File: src/rtl/uart_sample_packer.sv
// ---------------------------------------------------------------------------
// uart_sample_packer
//
// Framing stage in front of the UART transmitter. 16-bit audio samples are
// decimated (one kept out of every DECIM strobes), buffered in a small FIFO,
// and sent as a framed byte stream: 0xA5 sync, MSB, LSB and, when the
// UART_PACKER_CHECKSUM_EN macro is defined, an XOR checksum byte.
//
// Parameters
//   DECIM       keep one sample out of every DECIM accepted (1..255)
//   FIFO_DEPTH  sample FIFO entries (power of two, >= 2)
//
// Ports
//   clk             rising-edge clock
//   rst             asynchronous reset, active low
//   sample_i        demodulated sample, two's complement
//   sample_valid_i  one-cycle strobe qualifying sample_i
//   uart_data_o     byte towards the transmitter
//   valid_o         uart_data_o is valid
//   ready_i         transmitter ready; a byte moves when valid_o && ready_i
//   overflow_o      sticky: a kept sample was dropped because the FIFO was full
//
// Configuration macro: UART_PACKER_CHECKSUM_EN (undefined -> 3-byte frames).
// ---------------------------------------------------------------------------
module uart_sample_packer #(
    parameter int DECIM      = 1,
    parameter int FIFO_DEPTH = 4
) (
    input  logic        clk,
    input  logic        rst,
    input  logic [15:0] sample_i,
    input  logic        sample_valid_i,
    output logic [7:0]  uart_data_o,
    output logic        valid_o,
    input  logic        ready_i,
    output logic        overflow_o
);

    localparam int         AW         = $clog2(FIFO_DEPTH);
    localparam logic [7:0] SYNC_BYTE  = 8'hA5;
    localparam logic [7:0] DECIM_LAST = 8'(DECIM - 1);

    typedef enum logic [2:0] {
        IDLE,
        SYNC,
        HI,
        LO
`ifdef UART_PACKER_CHECKSUM_EN
        , CSUM
`endif
    } state_t;

    state_t state, state_nxt;

    // ------------------------------------------------------------------
    // Decimation: the counter is 0 on the strobe of every kept sample,
    // so the first sample after reset is always kept.
    // ------------------------------------------------------------------
    logic [7:0] decim_cnt;
    logic       keep;

    assign keep = sample_valid_i && (decim_cnt == 8'd0);

    // NOTE: sequential state uses non-blocking (<=) so every register samples
    // pre-edge values; blocking (=) here would create order-dependent races.
    always_ff @(posedge clk or negedge rst) begin
        if (!rst) begin
            decim_cnt <= 8'd0;
        end else if (sample_valid_i) begin
            decim_cnt <= (decim_cnt == DECIM_LAST) ? 8'd0 : decim_cnt + 8'd1;
        end
    end

    // ------------------------------------------------------------------
    // Sample FIFO. Pointers carry one extra wrap bit; full is judged on the
    // registered pointers, so a same-cycle pop cannot make room for a write.
    // ------------------------------------------------------------------
    logic [15:0] mem [FIFO_DEPTH];
    logic [AW:0] wr_ptr, rd_ptr;
    logic        fifo_empty, fifo_full, wr_en, pop;

    assign fifo_empty = (wr_ptr == rd_ptr);
    assign fifo_full  = (wr_ptr[AW] != rd_ptr[AW]) &&
                        (wr_ptr[AW-1:0] == rd_ptr[AW-1:0]);
    assign wr_en      = keep && !fifo_full;
    assign pop        = (state == IDLE) && !fifo_empty;

    // NOTE: the storage array has no reset; the pointers alone define which
    // entries are valid, and leaving the array unreset keeps it plain RAM.
    always_ff @(posedge clk) begin
        if (wr_en) begin
            mem[wr_ptr[AW-1:0]] <= sample_i;
        end
    end

    always_ff @(posedge clk or negedge rst) begin
        if (!rst) begin
            wr_ptr     <= '0;
            rd_ptr     <= '0;
            overflow_o <= 1'b0;
        end else begin
            if (wr_en)              wr_ptr     <= wr_ptr + 1'b1;
            if (pop)                rd_ptr     <= rd_ptr + 1'b1;
            if (keep && fifo_full)  overflow_o <= 1'b1;
        end
    end

    // Hold register: the sample currently being framed.
    logic [15:0] hold;

    always_ff @(posedge clk or negedge rst) begin
        if (!rst) begin
            hold <= 16'h0000;
        end else if (pop) begin
            hold <= mem[rd_ptr[AW-1:0]];
        end
    end

    // ------------------------------------------------------------------
    // Framing FSM: state register / next state / output decode.
    // ------------------------------------------------------------------
    logic handshake;

    assign handshake = valid_o && ready_i;

    always_ff @(posedge clk or negedge rst) begin
        if (!rst) state <= IDLE;
        else      state <= state_nxt;
    end

    // NOTE: every combinational output gets a default before the case so no
    // path leaves it unassigned, which would otherwise infer a latch.
    always_comb begin
        state_nxt = state;
        unique case (state)
            IDLE: if (!fifo_empty) state_nxt = SYNC;
            SYNC: if (handshake)   state_nxt = HI;
            HI:   if (handshake)   state_nxt = LO;
`ifdef UART_PACKER_CHECKSUM_EN
            LO:   if (handshake)   state_nxt = CSUM;
            CSUM: if (handshake)   state_nxt = IDLE;
`else
            LO:   if (handshake)   state_nxt = IDLE;
`endif
            default:               state_nxt = IDLE;
        endcase
    end

    // Outputs depend only on state and hold, never on ready_i or sample_i.
    always_comb begin
        valid_o     = 1'b0;
        uart_data_o = 8'h00;
        unique case (state)
            IDLE: ;
            SYNC: begin
                valid_o     = 1'b1;
                uart_data_o = SYNC_BYTE;
            end
            HI: begin
                valid_o     = 1'b1;
                uart_data_o = hold[15:8];
            end
            LO: begin
                valid_o     = 1'b1;
                uart_data_o = hold[7:0];
            end
`ifdef UART_PACKER_CHECKSUM_EN
            CSUM: begin
                valid_o     = 1'b1;
                uart_data_o = SYNC_BYTE ^ hold[15:8] ^ hold[7:0];
            end
`endif
            default: ;
        endcase
    end

endmodule
File: config.mk
export PLATFORM = sky130hd
export DESIGN_NAME = uart_sample_packer
export DESIGN_NICKNAME = d
export VERILOG_FILES = /design/src/rtl/uart_sample_packer.sv
export SDC_FILE = /design/constraint.sdc
export NUM_CORES = 1
export LEC_CHECK = 0
export BUFFER_PORTS_ARGS = -buffer_cell sky130_fd_sc_hd__buf_2
export CELL_PAD_IN_SITES_DETAIL_PLACEMENT = 0
export CELL_PAD_IN_SITES_GLOBAL_PLACEMENT = 1
export CORE_MARGIN = 1.5
export CORE_UTILIZATION = 25
export DETAILED_ROUTE_END_ITERATION = 10
export GPL_TIMING_DRIVEN = 0
export PLACE_DENSITY = 0.47
export SLEW_MARGIN = 20
export SYNTH_ARGS = -nofsm -noshare
export SYNTH_HDL_FRONTEND = slang
export SYNTH_SLANG_ARGS = --single-unit
File: constraint.sdc
create_clock -name clk -period 4.6 [get_ports clk]
set_input_delay 0.69 -clock clk [delete_from_list [all_inputs] [get_ports clk]]
set_output_delay 0.69 -clock clk [all_outputs]
set_load 0.005 [all_outputs]
==> results.toml <==
[global_route]
grt_pass1_wl_um = 12740
antenna_found_initial = 0
grt.total_usage_pct = 10.52
grt_overflow_total = 0
grt_pass1_vias = 2207
grt_max_degree = 34

[clock_network]
clock_latency_ps = 340
ctsResizeCount = 0
post_cts_buffers = 0
clock-root-buffer = "clkbuf_16"
clock_path_buffers = 2
clock-sinks = 97
numCtsBuffers = 9
htreeDepth = 3
cts_hold_repair.buffers = 0
clk_pin_slew_ps = 70
cts_tree = "yes"

[synth]
ys_async_sr_fraction_pct = 34.02
synth_cell_types = 34
synth_top_area_cell = "edfxtp_1"
synth_top_area_share_pct = 48.08
syn_avg_cell_area_um2 = 17.38
ys.flop_type = "edfxtp_1"
synth_nets = 262
synth_area_leaders = "edfxtp_1 48%, dfrtp_1 21%, mux4_2 8.5%"
synthCells = 230
ys_seq_elements = 97
ys_seq_area_share_pct = 68.73
synth_edf_count = 64
synthTopCellsByCount = "64 x edfxtp_1, 33 x dfrtp_1, 18 x mux2_2, 15 x mux4_2, 12 x ha_1"
synth_most_common_cell = "edfxtp_1"
yosysWarnings = 0
syn_area_um2 = 3998

[worst_setup_path]
cp_max_fo = 10
slowest_stage = "dfrtp_1"
cp-start-kind = "register"
cp_num_buf_inv = 2
max_stage_delay_ps = 540
required_ps = 3910
crit_arrival_ps = 2180
crit_type = "register to output port"
end_kind = "output port"
critPathTopFamily = "buffers and inverters"
path_cells = "ha_1 -> clkbuf_1 -> a22oi_1 -> a21oi_1 -> buf_2"

[routing]
routed_via_density = 4.161
wl_um = 7996
ant_nets = 0
dr.first_iter.drc_count = 94
first_pass_iters = 4
wl_per_cell_um = 16.29
vias = 2043
remaining_drc_errors = 0

[cells_and_area]
nets = 302
diodes = 0
drive_above_1_share_pct = 31.64
fillers = 1623
area_delta_synth_final_pct = 18.00
fin_util_pct = 29.91

[sta]
clock_skew_ps = 13.42
relSlewSlack_pct = 35.74
rsz0062_at_grt = "no"
period_share_pct = 62.29
worst_pin_slew_ps = 964.0
finalSetupTns_ps = 0
hold_viol = 0
fin_crit_ps = 2865
setup_viol = 0
finalMaxSlewViolations = 0
timing.fmax_ghz = 0.3490

[placed_design]
numPortBuffers = 29
gp_congestion = 0.6935
dp.final_hpwl_um = 5022

[outcome]
status = "finished clean"

[floorplanning]
die-area_um2 = 16760
pin_count = 30
die_h_um = 129.5
fp-row-count = 46
die_w_um = 129.5
initial_core_util_pct = 25.35
core_um2 = 15770

[pwr]
irDropWorstVdd_mv = 0.2187
p_leak_uw = 0.001758
power.density_nw_per_um2 = 644.9

[run]
cap_violations = 0

[hold_path]
worstHoldPathType = "input port to async pin"
-- sequential cells by signal, summed over array words and instances, names as in the netlist --
| register | cells |
|---|---|
| mem | 64 |
| hold | 16 |
| decim_cnt | 8 |
| rd_ptr | 3 |
| wr_ptr | 3 |
| state | 2 |
| overflow_o | 1 |
-- metal layers --
layer / global-route usage [%] / vias to the layer above / routed length, um / share of wire (%)
met2: 16.58 / 31 / 3785 / 47
met3: 2.271 / 13 / 242 / 3.0
li1: - / 955 / - / -
met1: 13.90 / 1044 / 3820 / 48
met4: 4.902 / 0 / 148 / 1.9
met5: 0 / - / 0 / 0
-- path summary, 6_finish.rpt --
path,startpoint,to,slack (ps),cells after the start
max,state[1],uart_data_o[2],1730,5
min,rst,hold[11],450,1
max reg2reg,rd_ptr[1],mem[0][8],2110,5
min reg2reg,decim_cnt[7],decim_cnt[7],480,1
max in group asynchronous,rst,wr_ptr[0],3610,1
min in group clk,decim_cnt[7],decim_cnt[7],480,1
-- power breakdown --
group	switching, uW	leakage, uW	internal, uW	total (uW)
registers	128	0.000977	1120	1250
clock network	325	0.000151	442	766
logic	505	0.000630	517	1020
-- kinds of logic (layout without fill, tap and decap cells) --
family                     Yosys count  in the layout  share of synthesized area, %
DFF                                 97             97                         68.73
muxes                               35             35                         14.55
and+or+nand+nor                     32             32                         4.319
AOI/OAI and AO/OA                   21             21                         3.506
buffers and inverters               20             65                         2.285
xor gates and xnor gates            13             13                         2.848
adders and majority gates           12             12                         3.756
-- layout make-up --
type / count / area, um^2 / share of cell area [%]
buffer: 10 / 53.80 / 1.141
clock buffer: 11 / 242.7 / 5.146
clock inverter: 5 / 61.31 / 1.300
inverter: 10 / 37.54 / 0.7958
multi-input combinational: 113 / 1159 / 24.56
sequential: 97 / 2748 / 58.25
tap: 216 / 270.3 / 5.729
timing repair buffer: 29 / 145.1 / 3.077
-- cells in the final DEF (no fill, tap or decap), drive strengths merged --
cell type	n
nand3	1
or3b	1
a21oi	5
and2	3
bufinv	1
o22ai	1
or3	1
and4	1
a22oi	8
ha	12
o31ai	1
o21ai	2
inv	13
nor3	3
nor4	1
a22o	1
nand4	3
dfrtp	33
xor2	6
mux2	19
buf	35
clkbuf	15
xnor2	7
nor2	10
and3	3
nand2	5
o21bai	1
edfxtp	64
a21o	2
clkinv	1
mux4	16
-- per-stage QoR --
step	instance area [um^2]	power [uW]	std cells	setup WS [ps]	hold WS (ps)
4_1_cts	4717	3100	491	1755	479.1
3_5_place_dp	4413	2327	475	2026	469.2
3_3_place_gp	4413	2313	475	2016	474.6
6_report	4717	3042	491	1735	454.8
5_1_grt	4717	3263	491	1573	505.6
2_1_floorplan	3998	1989	230	2632	394.4
-- worst reg2reg max path: stages, from the launching register on --
cell     delay, ps
dfrtp_1        350
buf_2          270
xor2_1         310
or3_4          210
and3_4         200
and2_1         770
(Power assumes the default switching activity.)
